<file path="config.mk">
export PLATFORM = sky130hd
export DESIGN_NAME = mem_arbiter
export DESIGN_NICKNAME = d
export VERILOG_FILES = /design/src/rtl/mem_arbiter.sv
export SDC_FILE = /design/constraint.sdc
export NUM_CORES = 1
export LEC_CHECK = 0
export ABC_AREA = 1
export CAP_MARGIN = 0
export CORE_MARGIN = 2
export CORE_UTILIZATION = 28
export DETAILED_ROUTE_END_ITERATION = 16
export PLACE_DENSITY_LB_ADDON = 0.08
export SETUP_SLACK_MARGIN = 0.5
export SLEW_MARGIN = 0
export SYNTH_ARGS = -nofsm -noshare
export SYNTH_HDL_FRONTEND = slang
export SYNTH_SLANG_ARGS = --single-unit
</file>
<file path="constraint.sdc">
create_clock -name clock -period 3 [get_ports clock]
set_input_delay 0.45 -clock clock [delete_from_list [all_inputs] [get_ports clock]]
set_output_delay 0.45 -clock clock [all_outputs]
set_load 0.1 [all_outputs]
</file>
<file path="src/rtl/mem_arbiter.sv">
// Two-requester arbiter for a single 1-cycle-latency synchronous memory port.
// Round-robin tie-break, per-requester lock with a starvation timeout.
module mem_arbiter #(
  parameter int ADDR_WIDTH   = 16,
  parameter int DATA_WIDTH   = 16,
  parameter int LOCK_TIMEOUT = 8
) (
  input  logic                  clock,
  input  logic                  reset,
  input  logic                  r0_req,
  input  logic                  r0_write,
  input  logic                  r0_lock,
  input  logic [ADDR_WIDTH-1:0] r0_addr,
  input  logic [DATA_WIDTH-1:0] r0_wdata,
  output logic                  r0_grant,
  output logic                  r0_rvalid,
  output logic [DATA_WIDTH-1:0] r0_rdata,
  output logic                  r0_lock_abort,
  input  logic                  r1_req,
  input  logic                  r1_write,
  input  logic                  r1_lock,
  input  logic [ADDR_WIDTH-1:0] r1_addr,
  input  logic [DATA_WIDTH-1:0] r1_wdata,
  output logic                  r1_grant,
  output logic                  r1_rvalid,
  output logic [DATA_WIDTH-1:0] r1_rdata,
  output logic                  r1_lock_abort,
  output logic                  mem_enable,
  output logic                  mem_write,
  output logic [ADDR_WIDTH-1:0] mem_addr,
  output logic [DATA_WIDTH-1:0] mem_wdata,
  input  logic [DATA_WIDTH-1:0] mem_rdata
);

  localparam int CW = $clog2(LOCK_TIMEOUT + 1);
  localparam logic [CW-1:0] TIMEOUT_VAL = CW'(LOCK_TIMEOUT);

  typedef enum logic [1:0] {IDLE, LOCK0, LOCK1} state_t;

  state_t        state, state_next;
  logic          last, last_next;
  logic [CW-1:0] wait_cnt, wait_next;
  logic          rd_pending, rd_owner;
  logic          g0, g1, abort0, abort1;
  logic          timeout, lock_eff0, lock_eff1;
  logic [CW-1:0] wait_inc;

  assign timeout  = (state != IDLE) && (wait_cnt == TIMEOUT_VAL);
  assign wait_inc = (wait_cnt == TIMEOUT_VAL) ? wait_cnt : wait_cnt + CW'(1);

  always_comb begin
    g0         = 1'b0;
    g1         = 1'b0;
    abort0     = 1'b0;
    abort1     = 1'b0;
    wait_next  = '0;
    state_next = state;
    last_next  = last;
    lock_eff0  = r0_lock;
    lock_eff1  = r1_lock;

    case (state)
      LOCK0: begin
        if (timeout) begin
          // Lock holder keeps priority for this one cycle; the waiter gets it otherwise.
          abort0    = 1'b1;
          lock_eff0 = 1'b0;
          g0        = r0_req;
          g1        = r1_req & ~r0_req;
        end else begin
          g0 = r0_req;
          if (r1_req) wait_next = wait_inc;
        end
      end
      LOCK1: begin
        if (timeout) begin
          abort1    = 1'b1;
          lock_eff1 = 1'b0;
          g1        = r1_req;
          g0        = r0_req & ~r1_req;
        end else begin
          g1 = r1_req;
          if (r0_req) wait_next = wait_inc;
        end
      end
      default: begin
        if (r0_req && r1_req) begin
          g0 = last;
          g1 = ~last;
        end else begin
          g0 = r0_req;
          g1 = r1_req;
        end
      end
    endcase

    if (g0) begin
      state_next = lock_eff0 ? LOCK0 : IDLE;
      last_next  = 1'b0;
    end else if (g1) begin
      state_next = lock_eff1 ? LOCK1 : IDLE;
      last_next  = 1'b1;
    end else if (timeout) begin
      state_next = IDLE;
      last_next  = (state == LOCK1);
    end else if ((state == LOCK0 && !r0_lock) || (state == LOCK1 && !r1_lock)) begin
      state_next = IDLE;
    end
  end

  // Outputs are forced quiet while reset is held, even with requests present.
  assign r0_grant      = g0 & reset;
  assign r1_grant      = g1 & reset;
  assign r0_lock_abort = abort0 & reset;
  assign r1_lock_abort = abort1 & reset;

  assign mem_enable = r0_grant | r1_grant;
  assign mem_write  = r1_grant ? r1_write : (r0_grant & r0_write);
  assign mem_addr   = r1_grant ? r1_addr : r0_addr;
  assign mem_wdata  = r1_grant ? r1_wdata : r0_wdata;

  assign r0_rvalid = rd_pending & ~rd_owner;
  assign r1_rvalid = rd_pending & rd_owner;
  assign r0_rdata  = mem_rdata;
  assign r1_rdata  = mem_rdata;

  always_ff @(posedge clock or negedge reset) begin
    if (!reset) begin
      state      <= IDLE;
      last       <= 1'b1;
      wait_cnt   <= '0;
      rd_pending <= 1'b0;
      rd_owner   <= 1'b0;
    end else begin
      state      <= state_next;
      last       <= last_next;
      wait_cnt   <= wait_next;
      rd_pending <= mem_enable & ~mem_write;
      rd_owner   <= r1_grant;
    end
  end

endmodule

</file>
==> results of run 1 <==
==> placed cells by master (no fill, tap or decap) <==
cell	instances
sky130_fd_sc_hd__ha_1	3
sky130_fd_sc_hd__nand4_1	5
sky130_fd_sc_hd__nand2_2	25
sky130_fd_sc_hd__clkbuf_16	1
sky130_fd_sc_hd__xnor2_1	1
sky130_fd_sc_hd__a21boi_0	1
sky130_fd_sc_hd__nand2_4	1
sky130_fd_sc_hd__nand3_1	5
sky130_fd_sc_hd__o21ai_2	1
sky130_fd_sc_hd__o22ai_1	2
sky130_fd_sc_hd__buf_6	1
sky130_fd_sc_hd__clkbuf_1	1
sky130_fd_sc_hd__nor2_2	2
sky130_fd_sc_hd__buf_12	41
sky130_fd_sc_hd__dlymetal6s2s_1	1
sky130_fd_sc_hd__a31oi_4	1
sky130_fd_sc_hd__dfstp_2	1
sky130_fd_sc_hd__dfrtp_1	8
sky130_fd_sc_hd__nor3_1	1
sky130_fd_sc_hd__ha_4	2
sky130_fd_sc_hd__o21ai_0	5
sky130_fd_sc_hd__nand3_4	1
sky130_fd_sc_hd__inv_2	2
sky130_fd_sc_hd__buf_4	10
sky130_fd_sc_hd__nor2_1	7
sky130_fd_sc_hd__clkbuf_8	3
sky130_fd_sc_hd__nand2_1	84
sky130_fd_sc_hd__clkinv_8	1
sky130_fd_sc_hd__a21oi_1	1
sky130_fd_sc_hd__xor2_1	1
sky130_fd_sc_hd__inv_1	18
sky130_fd_sc_hd__nor2_4	1
sky130_fd_sc_hd__clkdlybuf4s50_1	70
==> logic make-up after synthesis <==
family	share of synthesized area, %
flops	17.7
simple gates	42.0
buf+inv	28.8
compound gates	5.27
xor+xnor	1.37
fa+ha+maj	4.88
==> layout make-up <==
type | count | area share (%)
Inverter | 21 | 3.18
Timing Repair Buffer | 124 | 57.3
Sequential cell | 9 | 7.89
Multi-Input combinational cell | 150 | 27.8
Tap cell | 52 | 2.27
Clock buffer | 4 | 1.57
==> metal layers <==
| layer | vias to the layer above | wire [microns] | part of all wire [%] |
|---|---|---|---|
| li1 | 816 | - | - |
| met1 | 706 | 1660 | 35 |
| met2 | 86 | 2510 | 53 |
| met3 | 19 | 439 | 9.2 |
| met4 | 0 | 156 | 3.3 |
| met5 | - | 0 | 0 |
==> report_power, final <==
| part | leakage (nW) | internal (mW) | switching (mW) | total [mW] |
|---|---|---|---|---|
| logic | 1.22 | 0.729 | 1.31 | 2.04 |
| registers | 0.119 | 0.157 | 0.0200 | 0.177 |
| clock network | 0.0228 | 0.0927 | 0.0494 | 0.142 |
| total | 1.36 | 0.979 | 1.38 | 2.36 |
==> worst min-delay path, delay by kind of cell, from the launching register on <==
family	cells	cell delay (ps)
compound gates	1	80
flops	1	380
buf+inv	1	60
==> stage by stage <==
step,power (mW),util [%],setup WS (ps),hold WS (ps),area [sq um]
6_report,2.36,65.5,565,528,2870
5_1_grt,2.46,65.5,435,548,2870
4_1_cts,2.29,62.4,509,531,2740
3_5_place_dp,2.07,59.6,397,506,2610
3_3_place_gp,2.07,59.6,414,509,2610
2_1_floorplan,1.58,-,525,154,1310
==> worst max path at each step <==
stage                     startpoint           end  slack [ps]  cells past startpoint
6_report        state[1]$_DFFE_PN0P_   mem_addr[4]         570                     10
5_1_grt         state[1]$_DFFE_PN0P_   mem_addr[4]         440                     10
4_1_cts        wait_cnt[0]$_DFF_PN0_  mem_wdata[5]         510                     12
3_5_place_dp                  r0_req  mem_wdata[5]         400                     10
3_3_place_gp                  r0_req  mem_addr[13]         410                     10
2_1_floorplan   state[0]$_DFFE_PN0P_  mem_addr[10]         530                      9
==> what timing repair did <==
action	CTS	global route
gates resized for setup	7	23
pin swaps	0	2
endpoints found under the setup margin	33	34
gates cloned	0	1
buffers inserted	3	6
==> state kept, by name, indices dropped and copies added, names as in the netlist <==
register and flops:
last 1, rd_owner 1, rd_pending 1, state 2
wait_cnt 4
==> results.rst, run 1 <==
.. list-table::
   :header-rows: 1

   * - Metric
     - Value
   * - Status
     - finished, final reports clean
   * - Clk pin slew, worst setup/hold paths
     - 40 ps
   * - First-pass GRT wire length
     - 6950 microns
   * - Core box area
     - 4380 sq um
   * - Area of combinational cells with multiple inputs
     - approximately 800 sq um
   * - Most frequently used flop master after synthesis
     - sky130_fd_sc_hd__dfrtp_1
   * - Placement row count
     - 24
   * - Count of input and output buffers
     - 111
   * - Required @ worst endpoint
     - 2550 ps
   * - Initial DRC Count
     - 20
   * - Cells after Synth
     - 218
   * - Buffer levels on the longest clock path
     - 2
   * - Leakage power summed over all cells
     - 1.36 nW
   * - Global route total overflow
     - 0
   * - Kind of start point of the critical path
     - flip-flop
   * - Total GRT Usage
     - about 17%
   * - Remaining max-slew budget at the tightest pin
     - between 80% and 90%
   * - Post-synth EDFFs
     - 0
   * - Largest net degree at the start of global routing
     - 34
   * - Later-pin clock latency in the skew report
     - 230 ps
   * - Hold crit path type
     - flip-flop to flip-flop
   * - Met2 routing resource usage after global routing
     - 30.9%
   * - Post-detailed-route wirelength per cell
     - roughly 13 microns
   * - Most instantiated library cell after synthesis
     - sky130_fd_sc_hd__nand2_1
   * - TritonCTS Sinks
     - 9
   * - Initial core utilization
     - 29.3%
   * - Critical path's top delay family
     - buffers and inverters
   * - Ordered cell list for the critical path
     - inv_1 > ha_4 > inv_1 > nor2_1 > nand2_2 > nand3_4 > buf_12 > nand2_1 > nand2_1 > buf_12
   * - Post-synth top area share
     - between 30% and 40%
   * - Die width
     - 71.7 microns
   * - Flip-flop and latch count after synthesis
     - 9
   * - Net count reported at finish
     - 402
   * - Syn avg cell area
     - 5.88 sq um
   * - Synthesis Warnings
     - 0
   * - Number of global-route vias before repair
     - ~1500
   * - Clock buffers created by TritonCTS
     - 3
   * - Hold buffers post-CTS
     - 0
   * - Endpoint of the worst hold-timing path
     - last$_DFFE_PN1P_
   * - GRT met3 Usage
     - under 10%
   * - Met1 usage
     - 18.2%
   * - Vias per std cell
     - between 4 and 5
   * - Power Density
     - between 800 and 900 nW/um^2
   * - Final Slew Violations
     - 0
   * - Count of maximum capacitance violations
     - 0
   * - Accumulated negative setup slack
     - 0 ps
   * - Setup-violating endpoint count in the final report
     - 0
   * - Share of synthesized flip-flops with an asynchronous set or reset
     - 100%
   * - Most used routing layer
     - met2
   * - Hold path cells
     - 2
   * - Number of buffers and inverters on the critical path
     - 4
   * - Global placement routability congestion
     - 0.887
   * - Die Span Y
     - between 70 and 80 microns
   * - Post-synthesis to final-layout area growth
     - 124%
   * - Cells taking the most area after synthesis
     - sky130_fd_sc_hd__nand2_1, sky130_fd_sc_hd__buf_4, sky130_fd_sc_hd__dfrtp_1, sky130_fd_sc_hd__inv_1, sky130_fd_sc_hd__ha_1
   * - Worst clock skew on the final layout
     - 1.09 ps
   * - Library cells used by synthesis
     - 23
   * - Synth cell count leaders
     - sky130_fd_sc_hd__nand2_1, sky130_fd_sc_hd__buf_4, sky130_fd_sc_hd__inv_1
   * - I/O pin count
     - 160
   * - Worst setup EP type
     - primary output
   * - Delay contributed by the slowest stage of the critical path
     - between 300 and 400 ps
   * - Mapped cell area
     - 1280 sq um
   * - Half-perimeter wire length after placement
     - around 3700 microns
   * - Hold path startpoint
     - last$_DFFE_PN1P_
   * - Worst Max-Slew Pin Slew
     - 285 ps
   * - Start-to-end type of the worst setup path
     - flip-flop to primary output
   * - Proportion of layout cells with a drive suffix above 1
     - 30.5%
   * - Count of fill cells added during filler insertion
     - just under 400
   * - Total area of sequential cells
     - 226 sq um
   * - Maximum operating frequency
     - slightly above 0.4 GHz
   * - CTS HTree Levels
     - 1
   * - Number of cells in the finished layout apart from fillers
     - 360
   * - Share of the cycle needed by the critical path after routing
     - 81.2%
   * - Remaining antenna violation count after routing
     - 0
   * - VDD IR-drop max
     - 0.393 mV
   * - Net count of the mapped netlist
     - 311
   * - Ant diodes
     - 0
   * - Reg2reg start
     - state[1]$_DFFE_PN0P_
   * - R2r endpoint
     - rd_pending$_DFF_PN0_
   * - CTS tree
     - done
   * - Critical-path top delay cell
     - sky130_fd_sc_hd__dfrtp_1
   * - Initial antenna violation count
     - 0
   * - Setup repair after global routing missed its margin
     - true
   * - Full die area
     - ~5000 sq um
   * - Worst Path Arrival
     - about 2000 ps
   * - Shortest clock period the worst path allows after layout
     - 2430 ps
   * - Seq/Total Area, Yosys
     - 17.7%
   * - Drc violations
     - 0
   * - Most area-hungry cell type in the Yosys netlist
     - sky130_fd_sc_hd__nand2_1
   * - Cell at the root of the clock tree
     - sky130_fd_sc_hd__clkbuf_8
   * - Hold Violations, Final
     - 0
   * - Worst-path fanout max
     - 33
   * - Flop2flop setup slack
     - ~1300 ps
   * - Total detailed-routing wirelength
     - ~4800 microns
   * - Placed cells
     - around 350
   * - Pre-antenna DRT Iters
     - 6
   * - FF-to-FF path depth
     - 10
   * - Detailed-route via count
     - 1627
(Power assumes the default switching activity.)
==> inputs of run 2 (changes only) <==
--- a/config.mk
+++ b/config.mk
@@ -8,7 +8,7 @@
 export ABC_AREA = 1
 export CAP_MARGIN = 0
 export CORE_MARGIN = 2
-export CORE_UTILIZATION = 28
+export CORE_UTILIZATION = 26
 export DETAILED_ROUTE_END_ITERATION = 16
 export PLACE_DENSITY_LB_ADDON = 0.08
 export SETUP_SLACK_MARGIN = 0.5
==> constraint.sdc (replaced) <==
create_clock -name clock -period 2.5 [get_ports clock]
set_input_delay 0.375 -clock clock [delete_from_list [all_inputs] [get_ports clock]]
set_output_delay 0.375 -clock clock [all_outputs]
set_load 0.1 [all_outputs]
==> results.rst, run 2 (synthesis results as in run 1) <==
.. list-table::
   :header-rows: 1

   * - Metric
     - Value
   * - Half-perimeter wire length after placement
     - 3890 microns (+5.4%)
   * - Total detailed-routing wirelength
     - 6180 microns (+30%)
   * - Comb power frac
     - 89.0% (+2.5 points)
   * - Top register by number of flip-flops
     - wait_cnt
   * - VDD IR-drop max
     - 0.564 mV (+43%)
   * - Proportion of layout cells with a drive suffix above 1
     - 55.0% (+24 points)
   * - Power Density
     - 936 nW/um^2 (+14%)
   * - Net switching power of the design
     - 2.02 mW (+46%)
   * - First-pass GRT wire length
     - 8480 microns (+22%)
   * - Count of fill cells added during filler insertion
     - 306 (-21%)
   * - Worst setup EP type
     - primary output
   * - Post-Layout Inst Area
     - 3780 sq um (+32%)
   * - Cell Int Power
     - 1.52 mW (+56%)
   * - Net count reported at finish
     - 423 (+5.2%)
   * - Largest regs
     - wait_cnt: 4 flops, state: 2 flops
   * - Accumulated negative setup slack
     - 0 ps (unchanged)
   * - Drc violations
     - 0 (unchanged)
   * - Clk network pwr share
     - 4.9% (-1.1 points)
   * - Largest net degree at the start of global routing
     - 17 (-50%)
   * - Clk pin slew, worst setup/hold paths
     - 50 ps (about the same)
   * - Global route total overflow
     - 0 (unchanged)
   * - Initial core utilization
     - 27.0% (-2.3 points)
   * - Share of the cycle needed by the critical path after routing
     - 95.5%
   * - Setup repair after global routing missed its margin
     - true
   * - CTS tree
     - done
   * - Setup-violating endpoint count in the final report
     - 0 (unchanged)
   * - Standard cell area after detailed placement
     - 3100 sq um (+19%)
   * - Total GRT Usage
     - 19.9% (+2.9 points)
   * - Cell at the root of the clock tree
     - sky130_fd_sc_hd__clkbuf_8
   * - Remaining max-slew budget at the tightest pin
     - 80.6% (-0.63 points)
   * - Start-to-end type of the worst setup path
     - flip-flop to primary output
   * - Ant diodes
     - 0 (unchanged)
   * - Count of maximum capacitance violations
     - 0 (unchanged)
   * - Initial DRC Count
     - 30 (+50%)
   * - Total power of the final layout
     - 3.54 mW (+50%)
   * - Max FFs per register
     - 4 (unchanged)
   * - Buffer levels on the longest clock path
     - 2 (unchanged)
   * - Core box area
     - 4750 sq um (+8.4%)
   * - Worst clock skew on the final layout
     - 5.64 ps (+4.54 ps)
   * - Worst Path Arrival
     - 2010 ps (+30 ps)
   * - Later-pin clock latency in the skew report
     - 240 ps (about the same)
   * - Count of input and output buffers
     - 111 (unchanged)
   * - Shortest clock period the worst path allows after layout
     - 2390 ps
   * - Placed cells
     - 364 (+5.2%)
   * - Hold Violations, Final
     - 0 (unchanged)
   * - Number of cells in the finished layout apart from fillers
     - 396 (+10%)
   * - Final standard cell utilization of the core
     - 79.5% (+14 points)
   * - Maximum operating frequency
     - 0.419 GHz
   * - Post-detailed-route wirelength per cell
     - 15.6 microns (+18%)
   * - I/O pin count
     - 160 (unchanged)
   * - Final Slew Violations
     - 0 (unchanged)
   * - CTS HTree Levels
     - 1 (unchanged)
   * - Worst-path fanout max
     - 7 (-79%)
   * - Number of global-route vias before repair
     - 1856 (+22%)
   * - TritonCTS Sinks
     - 9 (unchanged)
   * - Sequential share of power
     - 6.1% (-1.4 points)
   * - Hold crit path type
     - flip-flop to flip-flop
   * - Post-synthesis to final-layout area growth
     - 195%
   * - Die width
     - 74.2 microns (+3.6%)
   * - Required @ worst endpoint
     - 2120 ps (-430 ps)
   * - Status
     - finished, final reports clean
   * - Die Span Y
     - 74.2 microns (+3.6%)
   * - Kind of start point of the critical path
     - flip-flop
   * - Leakage power summed over all cells
     - 1.74 nW (+28%)
   * - Full die area
     - 5510 sq um (+7.3%)
   * - Detailed-route via count
     - 1812 (+11%)
   * - Hold buffers post-CTS
     - 0 (unchanged)
   * - Initial antenna violation count
     - 0 (unchanged)
   * - Switching share of power
     - 57.0% (-1.5 points)
   * - Vias per std cell
     - 4.58 (+1.2%)
   * - Placement row count
     - 25 (+4.2%)
   * - Remaining antenna violation count after routing
     - 0 (unchanged)
   * - Global placement routability congestion
     - 0.908 (+2.4%)
   * - Pre-antenna DRT Iters
     - 4 (-2)
   * - Clock buffers created by TritonCTS
     - 3 (unchanged)
   * - Leading cell types in the layout, fill and taps excluded
     - sky130_fd_sc_hd__clkdlybuf4s50_1, sky130_fd_sc_hd__nand2_4, sky130_fd_sc_hd__buf_12
   * - Worst Max-Slew Pin Slew
     - 294 ps (+9.48 ps)
   * - Most common library cell in the layout ignoring fill and taps
     - sky130_fd_sc_hd__clkdlybuf4s50_1
run 2: cell types whose count changed in the layout (fill, tap and decap cells not counted), moves of 2 or more:
cell                       delta
sky130_fd_sc_hd__nand2_1     -57
sky130_fd_sc_hd__clkinv_8     +2
sky130_fd_sc_hd__buf_12       +3
sky130_fd_sc_hd__nand2_8     +14
sky130_fd_sc_hd__inv_1        -4
sky130_fd_sc_hd__nand2_4     +45
sky130_fd_sc_hd__nand2_2      -2
sky130_fd_sc_hd__inv_2        +2
sky130_fd_sc_hd__buf_6        +2
sky130_fd_sc_hd__buf_16       +2
sky130_fd_sc_hd__nor2_4       +3
sky130_fd_sc_hd__buf_4       +11
sky130_fd_sc_hd__nor2_1       -2
run 2: per-layer routing:
metal | track usage [%] | part of all wire (%) | up-vias
met4 | 6.55 | 1.3 | 0
met5 | 0 | 0 | -
met2 | 38.4 | 57 | 97
met3 | 5.69 | 8.4 | 10
li1 | - | - | 860
met1 | 20.4 | 33 | 845
run 2: worst max-delay path, stage by stage (launching register included):
cell,delay (ps)
sky130_fd_sc_hd__dfrtp_1,370
sky130_fd_sc_hd__inv_2,70
sky130_fd_sc_hd__ha_4,300
sky130_fd_sc_hd__inv_6,50
sky130_fd_sc_hd__nor2_4,100
sky130_fd_sc_hd__nand2_2,90
sky130_fd_sc_hd__nand3_4,90
sky130_fd_sc_hd__buf_12,170
sky130_fd_sc_hd__buf_12,140
sky130_fd_sc_hd__clkinv_8,90
sky130_fd_sc_hd__nand2_2,80
sky130_fd_sc_hd__nand2_4,50
sky130_fd_sc_hd__buf_12,160
run 2: final cells by class:
type / instances / area [sq um] / share of cell area (%)
tap: 67 / 83.8 / 2.22
timing repair buffer: 142 / 1860 / 49.3
sequential: 9 / 226 / 5.99
timing repair inverter: 3 / 41.3 / 1.09
multi-input combinational: 150 / 1420 / 37.6
inverter: 21 / 100 / 2.65
clock buffer: 4 / 45.0 / 1.19
run 2: through the flow:
stage	hold WS [ps]	setup slack, ps
after detailed placement	532	91.7
after global routing	591	46.6
after floorplan	79.4	338
final	538	113
after global placement	524	128
after CTS	542	134
run 2: worst paths after layout:
path                                      startpoint                   end  slack (ps)  cells after the start
worst max-delay path            state[0]$_DFFE_PN0P_          mem_wdata[1]         110                     12
worst min-delay path                last$_DFFE_PN1P_      last$_DFFE_PN1P_         540                      2
worst max register to register  state[1]$_DFFE_PN0P_  state[0]$_DFFE_PN0P_         720                     10
worst min register to register      last$_DFFE_PN1P_      last$_DFFE_PN1P_         540                      2
max in group asynchronous                      reset      last$_DFFE_PN1P_        1690                      2
min in group asynchronous                      reset  state[1]$_DFFE_PN0P_         580                      2
run 2: what timing repair did:
action / CTS / global route
endpoints found under the setup margin: 38 / 38
resized for setup: 66 / 30
pin swaps: 16 / 10
hold endpoints to repair: 0 / 0
setup buffers: 13 / 9
cloned: 5 / 1
run 2: power by group through the flow:
stage	Clock (mW)	Sequential, mW	Combinational [mW]
2_1_floorplan	0	0.210	1.96
3_3_place_gp	0	0.213	2.55
3_5_place_dp	0	0.215	2.57
4_1_cts	0.175	0.212	2.91
5_1_grt	0.182	0.219	3.27
6_report	0.173	0.214	3.15
==> inputs of run 3 (changes only) <==
--- a/config.mk
+++ b/config.mk
@@ -6,7 +6,7 @@
 export NUM_CORES = 1
 export LEC_CHECK = 0
 export ABC_AREA = 1
-export CAP_MARGIN = 0
+export CAP_MARGIN = 20
 export CORE_MARGIN = 2
 export CORE_UTILIZATION = 26
 export DETAILED_ROUTE_END_ITERATION = 16
==> results of run 3 <==
No change in the layout: final DEF, timing and power equal those of run 2.
==> patch 1, RTL diff (flow settings as in run 3) <==
Change the parameter `ADDR_WIDTH` from 16 to 17.
--- a/src/rtl/mem_arbiter.sv
+++ b/src/rtl/mem_arbiter.sv
@@ -2,5 +2,5 @@
 // Round-robin tie-break, per-requester lock with a starvation timeout.
 module mem_arbiter #(
-  parameter int ADDR_WIDTH   = 16,
+  parameter int ADDR_WIDTH   = 17,
   parameter int DATA_WIDTH   = 16,
   parameter int LOCK_TIMEOUT = 8
Ports: changed (resized mem_addr, r0_addr and r1_addr); port bits go from 160 to 163. The function was not compared with the original's and may differ.
==> patch 1 against run 3 <==
  * Wire length is 24% higher
  * Sequential power is 2% higher
  * Sequential cell count stayed put
  * Largest cell class unchanged
  * Setup slack worse by 92 ps
  * Die area is 0.84% higher
  * Final area is 13% higher
  * Combinational power is 8.3% higher
  * Total power is 7.5% higher
  * Area after synthesis is 0.88% higher
  * Critical path type unchanged
==> patch 1: results <==
pwr:
  peakVddDrop_uv: 609
  p_leak_nw: 1.84
placed_design:
  hpwl_um: 4360
  dp_slack_ps: 98.1
  gp_congestion: 0.876
  numPortBuffers: 114
  postPlaceCellArea_um2: 3350
  dp_cells: 373
layout:
  nNetsFinal: 430
  drive_above_1_share_pct: 60.5
  n_antenna_cell: 0
grt:
  grt_first_pass_wirelength_um: 8540
  grt_start_max_net_pins: 13
  globalRouteTotalUtil_pct: 20.3
  grt_pass1_vias: 1819
sta:
  hold-worst-slack_ps: 535
  fin_crit_ps: 2480
  worst-slew-pin-transition_ps: 283
  fin_skew_ps: 6.43
worst_setup_path:
  regToRegEndpoint: "rd_pending"
  arrival_ps: 2100
  path_max_fanout: 6
  crit_start: "wait_cnt[0]"
  max_stage_delay_ps: 400
  r2r-start: "wait_cnt[0]"
  cp_top_family: "simple AND/OR/NAND/NOR gates"
  ff2ff_path_depth: 12
  crit_path_top_delay_cell: "dfrtp_1"
  reg2reg_slack_ps: 620
drt:
  routedWlPerCell_um: 19.0
  drt_iter0_drc: 86
  via_per_inst: 4.83
  wirelength_um: 7640
  firstDrtPassIters: 4
yosys:
  syn_area_um2: 1290
  yosysSeqAreaShare_pct: 17.5
  synthTopCellsByCount: "112 x nand2_1, 32 x buf_4, 20 x inv_1"
  synth_area_per_cell_um2: 5.85
  async_flop_share_pct: 100
  yosysMostFrequentCell: "nand2_1"
  synth_xor_area_share_pct: 1.35
  syn-num-nets: 316
  yosys.area_share.adder_pct: 4.84
  synth_compound_area_share_pct: 5.22
  synth_area_leaders: "nand2_1 32%, buf_4 19%, dfrtp_1 15%"
outcome:
  status: "completed"
min_path:
  hold_depth: 2
[patch 1: timing repair]
item | CTS | global route
resized for setup | 113 | 41
hold endpoints to repair | 0 | 0
endpoints found under the setup margin | 39 | 39
setup buffers | 14 | 4
pin swaps | 9 | 22
gates cloned | 3 | 3
hold buffers | 0 | 0
[patch 1: report_power, final]
group	internal, mW	leakage (nW)	switching (mW)
registers	0.188	0.119	0.0294
logic	1.31	1.70	2.10
clock network	0.112	0.0228	0.0667
total	1.61	1.84	2.19
[patch 1: cell type report]
type                            count  area (um2)
Timing Repair Buffer              146        1960
Multi-Input combinational cell    153        1850
Fill cell                         200         477
Sequential cell                     9         226
Inverter                           21        97.6
Tap cell                           67        83.8
Clock buffer                        4        45.0
Timing Repair inverter              1        16.3
[patch 1: metal layers]
metal / vias up / track usage, % / part of all wire (%)
met5: - / 0 / 0
met4: 0 / 4.17 / 4.3
met2: 118 / 39.9 / 56
met1: 922 / 20.5 / 29
met3: 30 / 6.91 / 11
li1: 868 / - / -
==> patch 2, RTL diff (flow settings as in run 3) <==
Made on the original files. Encoding of `state_t`: now one-hot (3 bits for 3 states).
--- a/src/rtl/mem_arbiter.sv
+++ b/src/rtl/mem_arbiter.sv
@@ -36,5 +36,5 @@
   localparam logic [CW-1:0] TIMEOUT_VAL = CW'(LOCK_TIMEOUT);
 
-  typedef enum logic [1:0] {IDLE, LOCK0, LOCK1} state_t;
+  typedef enum logic [2:0] {IDLE = 3'b001, LOCK0 = 3'b010, LOCK1 = 3'b100} state_t;
 
   state_t        state, state_next;
Behaviour: no difference found for any inputs over 10 cycles, from zero or initial values and one cycle with reset low; not proved beyond that.
==> patch 2 against run 3 <==
  * Critical path depth is 1 higher
  * Total power is 43% lower
  * Worst hold slack worse by 73 ps
  * Count of clock-buffer cells in the layout stayed put
  * Die area is 5.9% higher
  * Synthesized cell count is 4.6% higher
  * Wire length is 2.9% higher
  * Area after synthesis is 6.2% higher
  * Final area is 8.7% higher
  * Sequential cell count is 1 higher
  * Setup slack worse by 47 ps
==> patch 2: results <==
outcome:
  status: "completed"
layout:
  seq_cells: 10
  nonClkBufAreaFrac_pct: 46.1
  fillers: 303
  signal_buffers: 145
  seq_share_pct: 6.15
  nNetsFinal: 430
  multi_input_gates: 160
  multi_input_area_share_pct: 42.3
  n_all_inverters: 20
  drive_above_1_share_pct: 56.9
  multiInputGateArea_um2: 1740
  reg_top3: "wait_cnt: 4 flops, state: 3 flops"
  clkCellAreaFrac_pct: 1.34
yosys:
  synth_xor_area_share_pct: 1.29
  synth_compound_area_share_pct: 3.40
  yosysSeqAreaShare_pct: 18.5
  syn-num-nets: 318
  ys_types: 24
  yosys.area_share.adder_pct: 1.84
  synthMuxAreaShare_pct: 0
  synth_area_leaders: "nand2_1 30%, buf_4 18%, dfrtp_1 15%"
drt:
  wirelength_um: 6370
  num_vias: 1862
  drt_iter0_drc: 40
  routed-wl-met3_um: 491
  wl_met1_um: 2130
  firstDrtPassIters: 4
  wl_met2_um: 3550
cts:
  ctsResizeCount: 52
  post_cts_buffers: 11
grt:
  grt_first_pass_wirelength_um: 9510
  grt_use_met1_pct: 21.7
  gr-usage-met2_pct: 38.8
  grt_start_max_net_pins: 13
  globalRouteTotalUtil_pct: 20.4
worst_setup_path:
  r2r-start: "wait_cnt[1]"
  cp_top_family: "simple AND/OR/NAND/NOR gates"
  reg2reg_slack_ps: 760
  ff2ff_path_depth: 12
  regToRegEndpoint: "rd_pending"
  critPathCapture: "mem_wdata[10]"
  arrival_ps: 2060
pwr:
  peakVddDrop_uv: 468
  p_per_area_nw_per_um2: 493
  power_frac_seq_pct: 10.4
  internal_power_uw: 977
  power_frac_comb_pct: 79.5
sta:
  slew_headroom_pct: 81.8
  fin_skew_ps: 6.47
min_path:
  hp-class: "in -> async"
placed_design:
  hpwl_um: 4590
  gp_congestion: 0.806
  postPlaceCellArea_um2: 3510
die:
  die_width_um: 76.4
patch 2: changes by cell type in the layout (fill, tap and decap cells not counted), sizes merged, moves of 2 or more:
cell    before  now
nand4        5    3
clkinv       4    0
ha           5    2
a21oi        1    4
nor2        10   18
nand3        6   11
nand2      110  113
buf         70   74
o21ai        6    4
patch 2: worst register-to-register path, delay by kind of cell, from the launching register on:
family	cells	cell delay, ps
buffers and inverters	3	380
DFF	1	380
adders and majority gates	1	150
and+or+nand+nor	8	780
patch 2: stage by stage:
stage	TNS, ps	hold slack, ps	setup WS (ps)	cells
3_5_place_dp	-2.44	518	-2.44	383
5_1_grt	-653	480	-42.2	409
4_1_cts	0	472	43.1	399
3_3_place_gp	0	511	23.0	383
2_1_floorplan	0	79.4	184	228
6_report	0	466	66.2	409
